<file path="src/rtl/mem_access_ctrl_pkg.sv">
// Shared definitions for the MEM-stage data-memory access controller:
// access-size encodings, FSM state codes and the byte-lane select helper.
package mem_access_ctrl_pkg;

   localparam logic [1:0] MEM_SIZE_BYTE = 2'd0;
   localparam logic [1:0] MEM_SIZE_HALF = 2'd1;
   localparam logic [1:0] MEM_SIZE_WORD = 2'd2;

   localparam logic [1:0] ST_IDLE = 2'd0;
   localparam logic [1:0] ST_REQ  = 2'd1;
   localparam logic [1:0] ST_WAIT = 2'd2;
   localparam logic [1:0] ST_DONE = 2'd3;

   typedef logic [1:0] mem_size_t;

   // Little-endian lane mask; size 3 behaves as a word.
   function automatic logic [3:0] lane_sel(input mem_size_t size, input logic [1:0] off);
      case (size)
         MEM_SIZE_BYTE: return 4'b0001 << off;
         MEM_SIZE_HALF: return off[1] ? 4'b1100 : 4'b0011;
         default:       return 4'b1111;
      endcase
   endfunction

endpackage

</file>
<file path="src/rtl/mem_access_ctrl_store_align.sv">
// mem_store_align: combinational size+address decode into byte-lane mask,
// lane-replicated store data, aligned bus address and misalignment error.
module mem_store_align
   import mem_access_ctrl_pkg::*;
#(
   parameter int ADDR_WIDTH = 32,
   parameter int DATA_WIDTH = 32,
   parameter bit CHECK_EN   = 1'b0
) (
   input  logic [1:0]            size,
   input  logic [ADDR_WIDTH-1:0] addr,
   input  logic [DATA_WIDTH-1:0] wdata_in,
   output logic [3:0]            sel,
   output logic [DATA_WIDTH-1:0] wdata,
   output logic [ADDR_WIDTH-1:0] addr_aligned,
   output logic                  addr_err
);

   logic misaligned;

   always_comb begin
      sel          = lane_sel(size, addr[1:0]);
      wdata        = wdata_in;
      addr_aligned = addr;
      misaligned   = 1'b0;
      case (size)
         MEM_SIZE_BYTE: wdata = {4{wdata_in[7:0]}};
         MEM_SIZE_HALF: begin
            wdata           = {2{wdata_in[15:0]}};
            addr_aligned[0] = 1'b0;
            misaligned      = addr[0];
         end
         default: begin
            addr_aligned[1:0] = 2'b00;
            misaligned        = |addr[1:0];
         end
      endcase
   end

   assign addr_err = CHECK_EN & misaligned;

endmodule

</file>
<file path="src/rtl/mem_access_ctrl.sv">
// MEM-stage data-memory access controller: load/store to SRAM-like bus with
// stall and registered read data. Optional alignment check: `MEM_ADDR_CHECK_EN.
module mem_access_ctrl
   import mem_access_ctrl_pkg::*;
#(
   parameter int ADDR_WIDTH = 32,
   parameter int DATA_WIDTH = 32
) (
   input  logic                  clk,
   input  logic                  rst,
   input  logic                  mem_read_flag_in,
   input  logic                  mem_write_flag_in,
   input  logic [1:0]            mem_size_in,
   input  logic [ADDR_WIDTH-1:0] mem_addr_in,
   input  logic [DATA_WIDTH-1:0] mem_write_data_in,
   input  logic                  stall_current_stage,
   input  logic                  flush,
   output logic                  data_req,
   output logic                  data_wr,
   output logic [1:0]            data_size,
   output logic [ADDR_WIDTH-1:0] data_addr,
   output logic [DATA_WIDTH-1:0] data_wdata,
   input  logic                  data_addr_ok,
   input  logic                  data_data_ok,
   input  logic [DATA_WIDTH-1:0] data_rdata,
   output logic [3:0]            mem_sel_out,
   output logic [DATA_WIDTH-1:0] ram_read_data_out,
   output logic                  stall_request,
   output logic                  addr_err_load,
   output logic                  addr_err_store,
   output logic [ADDR_WIDTH-1:0] bad_vaddr
);

`ifdef MEM_ADDR_CHECK_EN
   localparam bit CHECK_EN = 1'b1;
`else
   localparam bit CHECK_EN = 1'b0;
`endif

   logic [1:0]            state;
   logic                  cancel;
   logic [ADDR_WIDTH-1:0] hold_addr;
   logic [DATA_WIDTH-1:0] hold_wdata;
   logic [1:0]            hold_size;
   logic                  hold_wr;
   logic                  hold_load;

   logic [3:0]            sel;
   logic [DATA_WIDTH-1:0] wdata_rep;
   logic [ADDR_WIDTH-1:0] addr_aligned;
   logic                  mis_err;
   logic                  access;
   logic                  addr_err;
   logic                  access_valid;
   logic                  idle_go;

   mem_store_align #(
      .ADDR_WIDTH (ADDR_WIDTH),
      .DATA_WIDTH (DATA_WIDTH),
      .CHECK_EN   (CHECK_EN)
   ) u_align (
      .size         (mem_size_in),
      .addr         (mem_addr_in),
      .wdata_in     (mem_write_data_in),
      .sel          (sel),
      .wdata        (wdata_rep),
      .addr_aligned (addr_aligned),
      .addr_err     (mis_err)
   );

   assign access       = mem_read_flag_in | mem_write_flag_in;
   assign addr_err     = mis_err & access;
   assign access_valid = access & ~flush & ~addr_err;
   // Gating with rst keeps the request low while reset is held, even in IDLE.
   assign idle_go      = rst & (state == ST_IDLE) & access_valid;

   assign data_req      = idle_go | (state == ST_REQ);
   assign stall_request = idle_go | (state == ST_REQ) | ((state == ST_WAIT) & ~data_data_ok);
   assign mem_sel_out   = access ? sel : 4'b0000;

   assign addr_err_load  = addr_err & ~mem_write_flag_in;
   assign addr_err_store = addr_err & mem_write_flag_in;
`ifdef MEM_ADDR_CHECK_EN
   assign bad_vaddr = mem_addr_in;
`else
   assign bad_vaddr = '0;
`endif

   always_comb begin
      data_wr    = 1'b0;
      data_size  = 2'b00;
      data_addr  = '0;
      data_wdata = '0;
      if (state == ST_REQ) begin
         data_wr    = hold_wr;
         data_size  = hold_size;
         data_addr  = hold_addr;
         data_wdata = hold_wdata;
      end else if (idle_go) begin
         data_wr    = mem_write_flag_in;
         data_size  = mem_size_in;
         data_addr  = addr_aligned;
         data_wdata = wdata_rep;
      end
   end

   always_ff @(posedge clk or negedge rst) begin
      if (!rst) begin
         state             <= ST_IDLE;
         cancel            <= 1'b0;
         hold_addr         <= '0;
         hold_wdata        <= '0;
         hold_size         <= 2'b00;
         hold_wr           <= 1'b0;
         hold_load         <= 1'b0;
         ram_read_data_out <= '0;
      end else begin
         case (state)
            ST_IDLE: begin
               cancel <= 1'b0;
               if (access_valid) begin
                  hold_addr  <= addr_aligned;
                  hold_wdata <= wdata_rep;
                  hold_size  <= mem_size_in;
                  hold_wr    <= mem_write_flag_in;
                  hold_load  <= ~mem_write_flag_in;
                  state      <= data_addr_ok ? ST_WAIT : ST_REQ;
               end
            end
            ST_REQ: begin
               if (flush) cancel <= 1'b1;
               if (data_addr_ok) state <= ST_WAIT;
            end
            ST_WAIT: begin
               if (data_data_ok) begin
                  // A flush arriving in the data_ok cycle itself also discards the data.
                  if (hold_load && !cancel && !flush) ram_read_data_out <= data_rdata;
                  cancel <= 1'b0;
                  state  <= stall_current_stage ? ST_DONE : ST_IDLE;
               end else if (flush) begin
                  cancel <= 1'b1;
               end
            end
            default: begin
               if (!stall_current_stage || flush) state <= ST_IDLE;
            end
         endcase
      end
   end

endmodule

</file>
<file path="config.mk">
export PLATFORM = sky130hd
export DESIGN_NAME = mem_access_ctrl
export DESIGN_NICKNAME = d
export VERILOG_FILES = /design/src/rtl/mem_access_ctrl_pkg.sv /design/src/rtl/mem_access_ctrl_store_align.sv /design/src/rtl/mem_access_ctrl.sv
export SDC_FILE = /design/constraint.sdc
export NUM_CORES = 1
export LEC_CHECK = 0
export ABC_AREA = 1
export BUFFER_PORTS_ARGS = -buffer_cell sky130_fd_sc_hd__buf_4
export CAP_MARGIN = 20
export CORE_MARGIN = 2
export CORE_UTILIZATION = 25
export CTS_CLUSTER_SIZE = 10
export DETAILED_ROUTE_END_ITERATION = 12
export HOLD_SLACK_MARGIN = 0.02
export MAX_ROUTING_LAYER = met4
export REMOVE_ABC_BUFFERS = 1
export SYNTH_ARGS = -nofsm -noshare
export SYNTH_HDL_FRONTEND = slang
export SYNTH_SLANG_ARGS = --single-unit
</file>
<file path="constraint.sdc">
create_clock -name clk -period 1.67 [get_ports clk]
set_input_delay 0.0835 -clock clk [delete_from_list [all_inputs] [get_ports clk]]
set_output_delay 0.0835 -clock clk [all_outputs]
set_load 0.02 [all_outputs]
</file>
==> metrics.md, run 1 <==
| Metric | Value |
|---|---|
| Status | finished with violations |
| Failing checks | setup timing |
| Layout area overhead | 55.2% |
| Core ar. | about 0.023 mm² |
| Overall via count from detail_route | 5,590 |
| Drt wl/cell | 13.4 µm |
| # fillers | 2,270 |
| Iter 0 DRT Violations | 283 |
| CTS H-tree depth | 3 |
| Post-synth top cells | 242 x nand2_1, 103 x dfrtp_1, 101 x inv_1 |
| Mean Syn Cell Area | 7.68 µm² |
| CTS Buf Count | 9 |
| F_max | between 500 and 600 MHz |
| Die ar. | 0.0242 mm² |
| Cell chosen for the clock root | clkbuf_16 |
| # IOs | 245 |
| Post-synthesis compound-gate area fraction | 17.1% |
| Clock sink count | slightly above 100 |
| Synth top area share | 44.9% |
| Diodes inserted | 0 |
| Final Hold Viols | 0 |
| Routed Antenna Nets | 0 |
| Die W | 156 µm |
| Tmin final | 1.84 ns |
| Starting Density | 25.4% |
| Non-Filler Instances | 1,295 |
| Max IR drop VDD | 761 µV |
| WL final | 17,400 µm |
| Cell variety after synth | 25 |
| Largest family of logic cells by synthesized area | simple AND/OR/NAND/NOR gates |
| Via/cell ratio | between 4 and 5 |
| First-pass GRT wire length | 27,000 µm |
| Gr ovfl total | 0 |
| Share of cells above drive strength 1 | roughly a third |
| Skew final | roughly 0.0076 ns |
| Max-cap viol count | 0 |
| Vias in the first global route | 5,269 |
| Crit. End Element | output port |
| Netlist Area Pre-Place | ~0.0057 mm² |
| Crit start category | register |
| Largest net degree at the start of global routing | 104 |
| First-pass DRT Iterations | 5 |
| Inst Count DP | 1,222 |
| Final Total Pwr | 13.4 mW |
| Initial antenna violation count | 0 |
| CP max-delay cell | dfrtp_1 |
| R2R depth | 9 |
| CTS tree | built |
| Post-Synth XOR/XNOR Area | 0% |
| Max clock buf depth | 2 |
| Crit path cell chain | inv_2, buf_4, ha_4, clkinv_8, nand2_8, buf_12, o21ai_2, buf_4 |
| Post-synth top flop | dfrtp_1 |
| Largest stage delay, worst path | 0.39 ns |
| Nets | between 1k and 1.5k |
| Final setup violation count | 69 |
| Pleak | 4.62 nW |
| Fin Setup TNS | -9.62 ns |
| CP Max Fanout | 8 |
| Crit path kind | register to output port |
| Adder-cell share of the synthesized area | 1.09% |
| HP Class | primary input to register |
| Clock Pin Slew Worst Setup and Hold Paths | approximately 0.070 ns |
| GRT Overall Usage | 14.5% |
| Final instance area | 0.00891 mm² |
| Residual DRC | 0 |
| Simple-gate share of the synthesized area | a little over a fifth |
| Synth top area cells | dfrtp_1 45%, nand2_1 16%, inv_1 6.6%, o21ai_2 6.3%, o21ai_0 5.5% |
| Mux contribution to synthesized area | 0% |
| Slew Limit Fails | 0 |
| Gpl congestion | 0.802 |
| YS warnings | 0 |
| Leading area contributor after synthesis | dfrtp_1 |
| Post-synth ARST share | 100% |
| Count leader, synth | nand2_1 |
| Power per cell area | 1500 mW/mm² |
| Max-slew headroom at the worst pin | 61.5% |
| Worst skew pair latency | approximately 0.35 ns |
| Die Y-Extent | 156 µm |
| Crit path DAT | around 1.8 ns |
| Min setup slack post-route | -0.173 ns |
| HPWL after DPL | approximately 12,000 µm |
| Period utilization | 110% |
| IO Port Bufs | 210 |
| RSZ-0062 raised after global routing | yes |
| Slew at the pin with the worst max-slew slack | between 0.5 and 0.6 ns |
| Most common cell on crit path | buf_4 |
| EDFF count, synth | 0 |
| #FFs+latches synth | 103 |
| Share of the yosys chip area belonging to registers | between 40% and 50% |
| Cell count after synthesis | 747 |
| Critical Path RT | 1.59 ns |
| WHS Path Cells | 3 |
| Placed Area | 0.00757 mm² |
| Rows | 55 |
==> cell families (layout without fill, tap and decap cells) <==
family                   Yosys count  after routing
AO/OA/AOI/OAI                    165            165
flip-flops                       103            103
adder cells (fa/ha/maj)            5              5
other                              1             34
AND/OR/NAND/NOR                  294            295
buffers and inverters            179            408
==> flip-flops by register name (all words and copies together) (netlist names) <==
register / cells
hold_addr: 32
state: 2
cancel: 1
hold_load: 1
ram_read_data_out: 32
hold_wr: 1
hold_wdata: 32
hold_size: 2
==> final timing paths <==
kind                                 startpoint                     to  slack (ns)
worst max-delay path                   state[1]           data_addr[5]       -0.17
worst min-delay path            mem_addr_in[23]          hold_addr[23]        0.04
worst max register to register         state[1]               state[1]        0.12
worst min register to register   hold_wdata[31]         hold_wdata[31]        0.49
max in group asynchronous                   rst          hold_addr[30]        0.84
min in group asynchronous                   rst  ram_read_data_out[29]        0.39
==> layout by cell type (no fill, tap or decap) <==
cell type      netlist  final
a21oi_1              4      4
buf_12               0     11
buf_16               0      2
buf_4               39    185
buf_6               10     40
buf_8                0      1
bufinv_16            0      1
clkbuf_16            0     10
clkinv_4             0      2
clkinv_8             0      1
clkinvlp_4           0      2
conb_1               1     34
dfrtp_1            103    103
dlygate4sd3_1        0     47
ha_1                 5      3
ha_4                 0      2
inv_1              101     99
inv_2                4      5
inv_6                0      2
nand2_1            242    235
nand2_2              1      7
nand2_4              1      1
nand2_8              0      2
nand3_1             37     31
nand3_2              2      7
nand3_4              0      1
nand3b_1             1      1
nand4_1              1      1
nor2_1               6      6
nor2_2               2      2
nor2_8               1      1
o21a_1               1      1
o21ai_0             63     46
o21ai_1             56     61
o21ai_2             41     39
o21ai_4              0     14
==> metal layers <==
layer	up-vias	routed length (µm)	GRT usage (%)
met5	-	0	-
met4	0	205	3.49
met3	14	1490	4.62
met2	201	8230	23.2
met1	2591	7490	18.0
li1	2784	-	-
==> what timing repair did <==
action	4_1_cts	5_1_grt
setup endpoints to repair	69	69
cloned	3	1
pin swaps	6	1
setup buffers	6	0
hold endpoints to repair	149	0
hold buffers	47	0
resized for setup	57	58
==> layout make-up <==
cell class	count	area, µm²	share of cell area, %
Multi-Input combinational cell	499	2640	29.6
Inverter	105	407	4.57
Sequential cell	103	2580	28.9
Clock inverter	7	80.1	0.899
Timing Repair Buffer	287	2630	29.5
Clock buffer	9	225	2.53
Tap cell	285	357	4.00
==> power by group <==
part           switching (mW)  internal [mW]
Combinational            3.90           2.99
Clock                    1.05           1.18
Sequential              0.581           3.67
==> metrics by stage <==
| step | utilization, % | hold WS (ns) | worst slack [ns] |
|---|---|---|---|
| finish | 39.5 | 0.0368 | -0.173 |
| global route | 39.5 | 0.0405 | -0.271 |
| floorplan | - | -0.212 | -1.35 |
| detailed placement | 33.5 | 0.257 | 0.0348 |
| global placement | 33.5 | 0.261 | 0.0814 |
| CTS | 38.3 | 0.0201 | -0.188 |
==> worst max-delay path: cells and delay by family, from the launching register on <==
kind / cells / cell delay [ns]
DFF: 1 / 0.39
AOI/OAI and AO/OA: 1 / 0.05
and+or+nand+nor: 1 / 0.15
adders and majority gates: 1 / 0.18
buffers and inverters: 5 / 0.61
Note: power is estimated with default switching activity, not from simulation.
==> inputs of run 2 (changes only) <==
Settings changed: ABC_AREA 1 to unset.
==> metrics.md, run 2 <==
| Metric | Value |
|---|---|
| Status | finished with violations |
| Failing checks | setup timing |
| Largest regs | hold_addr (32), hold_wdata (32), ram_read_data_out (32) |
| Cell internal pwr | 8.74 mW |
| #FFs+latches synth | 103 |
| # IOs | 245 |
| WHS | 0.0775 ns |
| Netlist Area Pre-Place | 0.00528 mm² |
| Residual DRC | 0 |
| HPWL after DPL | 11,300 µm |
| Crit. End Element | output port |
| Largest family of logic cells by synthesized area | compound AO/OA/AOI/OAI gates |
| Largest net degree at the start of global routing | 81 |
| Count leader, synth | nand2_1 |
| Diodes inserted | 0 |
| Max IR drop VDD | approximately 630 µV |
| Skew final | ~0.013 ns |
| Synth top area cells | dfrtp_1 49%, nand2_1 12%, mux2_2 8.7%, a22o_1 8.0%, buf_4 5.0% |
| Post-Synth XOR/XNOR Area | 0% |
| Combinational cell fraction of total power | 54.5% |
| First-pass DRT Iterations | 7 |
| Switching Fraction | 38.5% |
| Clk pwr share | 14.9% |
| Die Y-Extent | 149 µm |
| Final instance area | 0.00941 mm² |
| Gr ovfl total | 0 |
| Post-synth top flop | dfrtp_1 |
| F_max | 430 MHz |
| Initial antenna violation count | 0 |
| R2R depth | 7 |
| Max-slew headroom at the worst pin | 45.6% |
| Worst skew pair latency | 0.35 ns |
| Crit start category | register |
| Adder-cell share of the synthesized area | 1.18% |
| Cell chosen for the clock root | clkbuf_16 |
| Crit path DAT | between 2 and 2.5 ns |
| Final Total Pwr | 14.2 mW |
| Commonest non-fill, non-tap cell in the layout | nand2_1 |
| Fin Setup TNS | -53.52 ns |
| Nets | 970 |
| Inst Count DP | between 1k and 1.5k |
| Tmin final | 2.33 ns |
| Clock sink count | 103 |
| Placed Area | about 0.0072 mm² |
| Share of cells above drive strength 1 | 41.4% |
| First-pass GRT wire length | 29,600 µm |
| Power per cell area | 1510 mW/mm² |
| Slew Limit Fails | 0 |
| Die W | 149 µm |
| Iter 0 DRT Violations | approximately 180 |
| Rows | 53 |
| Post-synth top cells | 170 x nand2_1, 103 x dfrtp_1, 50 x o21ai_0 |
| Worst r2r dst | state[0] |
| Min setup slack post-route | -0.657 ns |
| WHS Path Cells | 3 |
| CP Max Fanout | 7 |
| CTS H-tree depth | 3 |
| Drt wl/cell | 17.5 µm |
| Commonest cells after routing, fill and taps aside | 170 x nand2_1, 167 x buf_4, 103 x dfrtp_1 |
| Critical hold path startpoint | mem_write_data_in[21] |
| Via/cell ratio | 4.47 |
| Mux contribution to synthesized area | 13.5% |
| Pleak | ~4.7 nW |
| Post-synthesis compound-gate area fraction | 14.1% |
| Final setup violation count | 171 |
| FF-to-FF setup slack | -0.51 ns |
| Max-cap viol count | 0 |
| Critical Path RT | roughly 1.6 ns |
| Die ar. | 0.0223 mm² |
| Reg-to-Reg Start | state[0] |
| Crit path kind | register to output port |
| Synth top area share | 48.8% |
| CTS tree | built |
| Hold Path Sink | hold_wdata[21] |
| Max clock buf depth | 2 |
| HP Class | primary input to register |
| Starting Density | 25.3% |
| Cell count after synthesis | approximately 550 |
| Leading area contributor after synthesis | dfrtp_1 |
| Mean Syn Cell Area | 9.69 µm² |
| Net Switching | between 5 and 6 mW |
| Overall via count from detail_route | 5,093 |
| EDFF count, synth | 0 |
| Slew at the pin with the worst max-slew slack | slightly above 0.8 ns |
| GRT Overall Usage | 17.8% |
| Layout area overhead | 78.1% |
| Core ar. | 0.0209 mm² |
| Vias in the first global route | 5,232 |
| Fin util | 45.0% |
| RSZ-0062 raised after global routing | yes |
| WL final | 19,900 µm |
| Sequential power share | slightly above 30% |
| Post-synth ARST share | 100% |
| Cell variety after synth | 29 |
| Routed Antenna Nets | 0 |
| Gpl congestion | between 0.7 and 0.8 |
| YS warnings | 0 |
| Simple-gate share of the synthesized area | 14.0% |
| CTS Buf Count | 9 |
| IO Port Bufs | 210 |
| Period utilization | 139% |
| Clock Pin Slew Worst Setup and Hold Paths | 0.08 ns |
| Worst slack at placement | -0.319 ns |
| Non-Filler Instances | about 1.1k |
| Share of the yosys chip area belonging to registers | roughly half |
| Final Hold Viols | 0 |
[run 2: cells by family after synthesis]
group                      count (synthesis)
and+or+nand+nor                          185
adders and majority gates                  5
AOI/OAI and AO/OA                        110
DFF                                      103
other                                      1
muxes                                     66
buffers and inverters                     75
[run 2: power by group through the flow]
stage,logic (mW),registers (mW),clock network [mW]
2_1_floorplan,2.84,4.63,0
3_3_place_gp,5.78,4.29,0
3_5_place_dp,5.85,4.34,0
4_1_cts,7.35,4.33,2.20
5_1_grt,8.27,4.48,2.27
6_report,7.74,4.34,2.12
[run 2: cell type report]
cell class,count,area [µm²]
clock buffer,10,239
clock inverter,6,50.0
fill,1952,11500
inverter,5,18.8
multi-input combinational,400,2810
sequential,103,2580
tap,275,344
timing repair buffer,340,3370
[run 2: critical path, cell delays in order (launching register included)]
cell,delay (ns)
dfrtp_1,0.41
inv_2,0.09
ha_4,0.13
or3b_4,0.39
nor3b_4,0.24
buf_6,0.19
buf_12,0.14
a22o_1,0.17
buf_6,0.13
[run 2: worst max-delay path by stage]
stage	startpoint	to	slack, ns	cells after the start
floorplan	state[0]	data_addr[10]	-2.19	5
global placement	state[0]	data_wdata[0]	-0.31	7
detailed placement	state[0]	data_wdata[0]	-0.32	7
CTS	state[0]	data_wdata[24]	-0.65	8
global route	state[0]	data_addr[6]	-0.77	8
finish	state[0]	data_wdata[24]	-0.66	8
[run 2: repair_timing]
item / 4_1_cts / 5_1_grt
pin swaps: 24 / 10
endpoints found under the hold margin: 118 / 0
cloned: 9 / 2
buffers inserted: 17 / 5
hold buffers: 73 / 0
setup endpoints to repair: 142 / 172
gates resized for setup: 158 / 53
[run 2: routing by layer]
metal | wire (µm) | GRT usage, % | share of wire, %
met1 | 8920 | 22.8 | 45
met2 | 10000 | 28.9 | 50
met3 | 573 | 2.08 | 2.9
met4 | 408 | 6.95 | 2.0
met5 | 0 | - | 0
==> inputs of run 3 (changes only) <==
Settings changed: CTS_CLUSTER_SIZE 10 to 8, MAX_ROUTING_LAYER met4 to unset.
==> metrics.md, run 3 (synthesis gave the netlist of run 2 again) <==
| Metric | Value |
|---|---|
| Status | finished with violations |
| Failing checks | setup timing |
| Slew Limit Fails | 0 |
| Critical Path RT | 1.59 ns |
| Final Hold Viols | 0 |
| WL final | 19,900 µm |
| F_max | around 430 MHz |
| Crit path kind | register to output port |
| RSZ-0062 raised after global routing | yes |
| Die Y-Extent | 149 µm |
| Crit path cell chain | inv_2, ha_4, or3b_4, nor3b_4, buf_6, buf_12, a22o_1, buf_6 |
| Clock Pin Slew Worst Setup and Hold Paths | 0.08 ns |
| Nets | 970 |
| Rows | 53 |
| Max IR drop VDD | 624 µV |
| Power per cell area | around 1500 mW/mm² |
| Most common cell on crit path | buf_6 |
| Share of cells above drive strength 1 | 41.4% |
| Iter 0 DRT Violations | between 150 and 200 |
| First-pass DRT Iterations | 4 |
| Diodes inserted | 0 |
| Largest net degree at the start of global routing | 81 |
| Final Total Pwr | 14.2 mW |
| # IOs | 245 |
| Commonest cells after routing, fill and taps aside | 170 x nand2_1, 168 x buf_4, 103 x dfrtp_1 |
| CTS tree | built |
| CP startpoint | state[0] |
| Drt wl/cell | 17.5 µm |
| HP Class | primary input to register |
| Vias in the first global route | 5,238 |
| First-pass GRT wire length | 29,600 µm |
| Period utilization | 140% |
| Slew at the pin with the worst max-slew slack | 0.807 ns |
| Commonest non-fill, non-tap cell in the layout | nand2_1 |
| Max clock buf depth | 2 |
| Initial antenna violation count | 0 |
| CTS H-tree depth | 3 |
| Worst skew pair latency | 0.35 ns |
| Clock sink count | 103 |
| CP Max Fanout | 7 |
| Starting Density | 25.3% |
| Gr ovfl total | 0 |
| Crit path DAT | 2.25 ns |
| Die W | between 100 and 150 µm |
| Critical hold path startpoint | mem_write_data_in[21] |
| Delay-heaviest family, CP | simple AND/OR/NAND/NOR gates |
| Crit start category | register |
| Final setup violation count | between 150 and 200 |
| Cell chosen for the clock root | clkbuf_16 |
| Skew final | 0.00850 ns |
| Pleak | 4.72 nW |
| CTS Buf Count | 9 |
| Largest regs | hold_addr (32), hold_wdata (32), ram_read_data_out (32) |
| Worst Path Buf+Inv | 4 |
| Routed Antenna Nets | 0 |
| Die ar. | 0.0223 mm² |
| Layout area overhead | 78.0% |
| Reg-to-Reg Start | state[0] |
| Largest stage delay, worst path | 0.41 ns |
| Gpl congestion | just under 0.8 |
| CP max-delay cell | dfrtp_1 |
| Overall via count from detail_route | 5,094 |
| Core ar. | 0.0209 mm² |
| Crit. End Element | output port |
| GRT Overall Usage | 17.3% |
| Fin Setup TNS | -53.31 ns |
| Via/cell ratio | ~4.5 |
| Max-slew headroom at the worst pin | 46.2% |
| HPWL after DPL | 11,300 µm |
| Residual DRC | 0 |
| Max-cap viol count | 0 |
| Tmin final | between 2 and 2.5 ns |
| Min setup slack post-route | -0.662 ns |
| IO Port Bufs | between 200 and 250 |
run 3: final cells by class:
cell class	count	area, µm²
fillers	1952	11500
inverters	5	18.8
well taps	275	344
multi-input cells	400	2810
clock buffers	10	239
clock inverters	6	50.0
repair buffers	340	3370
flip-flops and latches	103	2580
run 3: final timing paths:
path / depth (start not counted) / endpoint / slack, ns
max in group asynchronous: 3 / hold_wdata[24] / 0.60
min in group asynchronous: 2 / ram_read_data_out[10] / 0.26
worst min-delay path: 3 / hold_wdata[21] / 0.08
worst min register to register: 2 / hold_addr[10] / 0.48
worst max-delay path: 8 / data_wdata[24] / -0.66
worst max register to register: 7 / state[0] / -0.51
run 3: where the power goes:
part / leakage, nW / total [mW] / switching, mW / internal [mW]
Clock: 0.136 / 2.12 / 1.04 / 1.07
Sequential: 1.29 / 4.34 / 0.685 / 3.66
Combinational: 3.29 / 7.73 / 3.74 / 4.00
run 3: stage by stage:
stage                     cells  setup slack, ns  hold WS, ns  utilization [%]  instance area [µm²]
after floorplan             508            -2.19       -0.212                -                 4990
after global placement     1021           -0.312      -0.0656             34.4                 7180
after detailed placement   1021           -0.319      -0.0668             34.4                 7180
after CTS                  1135           -0.652       0.0562             43.6                 9120
after global routing       1139           -0.771        0.104             45.0                 9400
final                      1139           -0.662       0.0772             45.0                 9400
run 3: timing repair:
| action | in CTS | in global routing |
|---|---|---|
| setup endpoints to repair | 142 | 172 |
| gates resized for setup | 158 | 52 |
| gates cloned | 9 | 2 |
| hold endpoints to repair | 118 | 0 |
| setup buffers | 17 | 5 |
| hold buffers | 73 | 0 |
| pin swaps | 24 | 9 |
run 3: layer usage:
metal	wire [µm]	GRT usage (%)	part of all wire (%)	vias to the layer above
li1	-	-	-	2415
met1	8800	22.3	44	2505
met2	10100	28.9	51	142
met3	613	2.66	3.1	32
met4	418	7.00	2.1	0
met5	0	0	0	-
run 3: worst reg2reg max path, stage by stage (launching register included):
cell and delay, ns:
dfrtp_1 0.39, inv_2 0.07, buf_4 0.13, buf_6 0.11, ha_2 0.18, or4b_2 0.60
o211ai_1 0.27, mux2_4 0.33
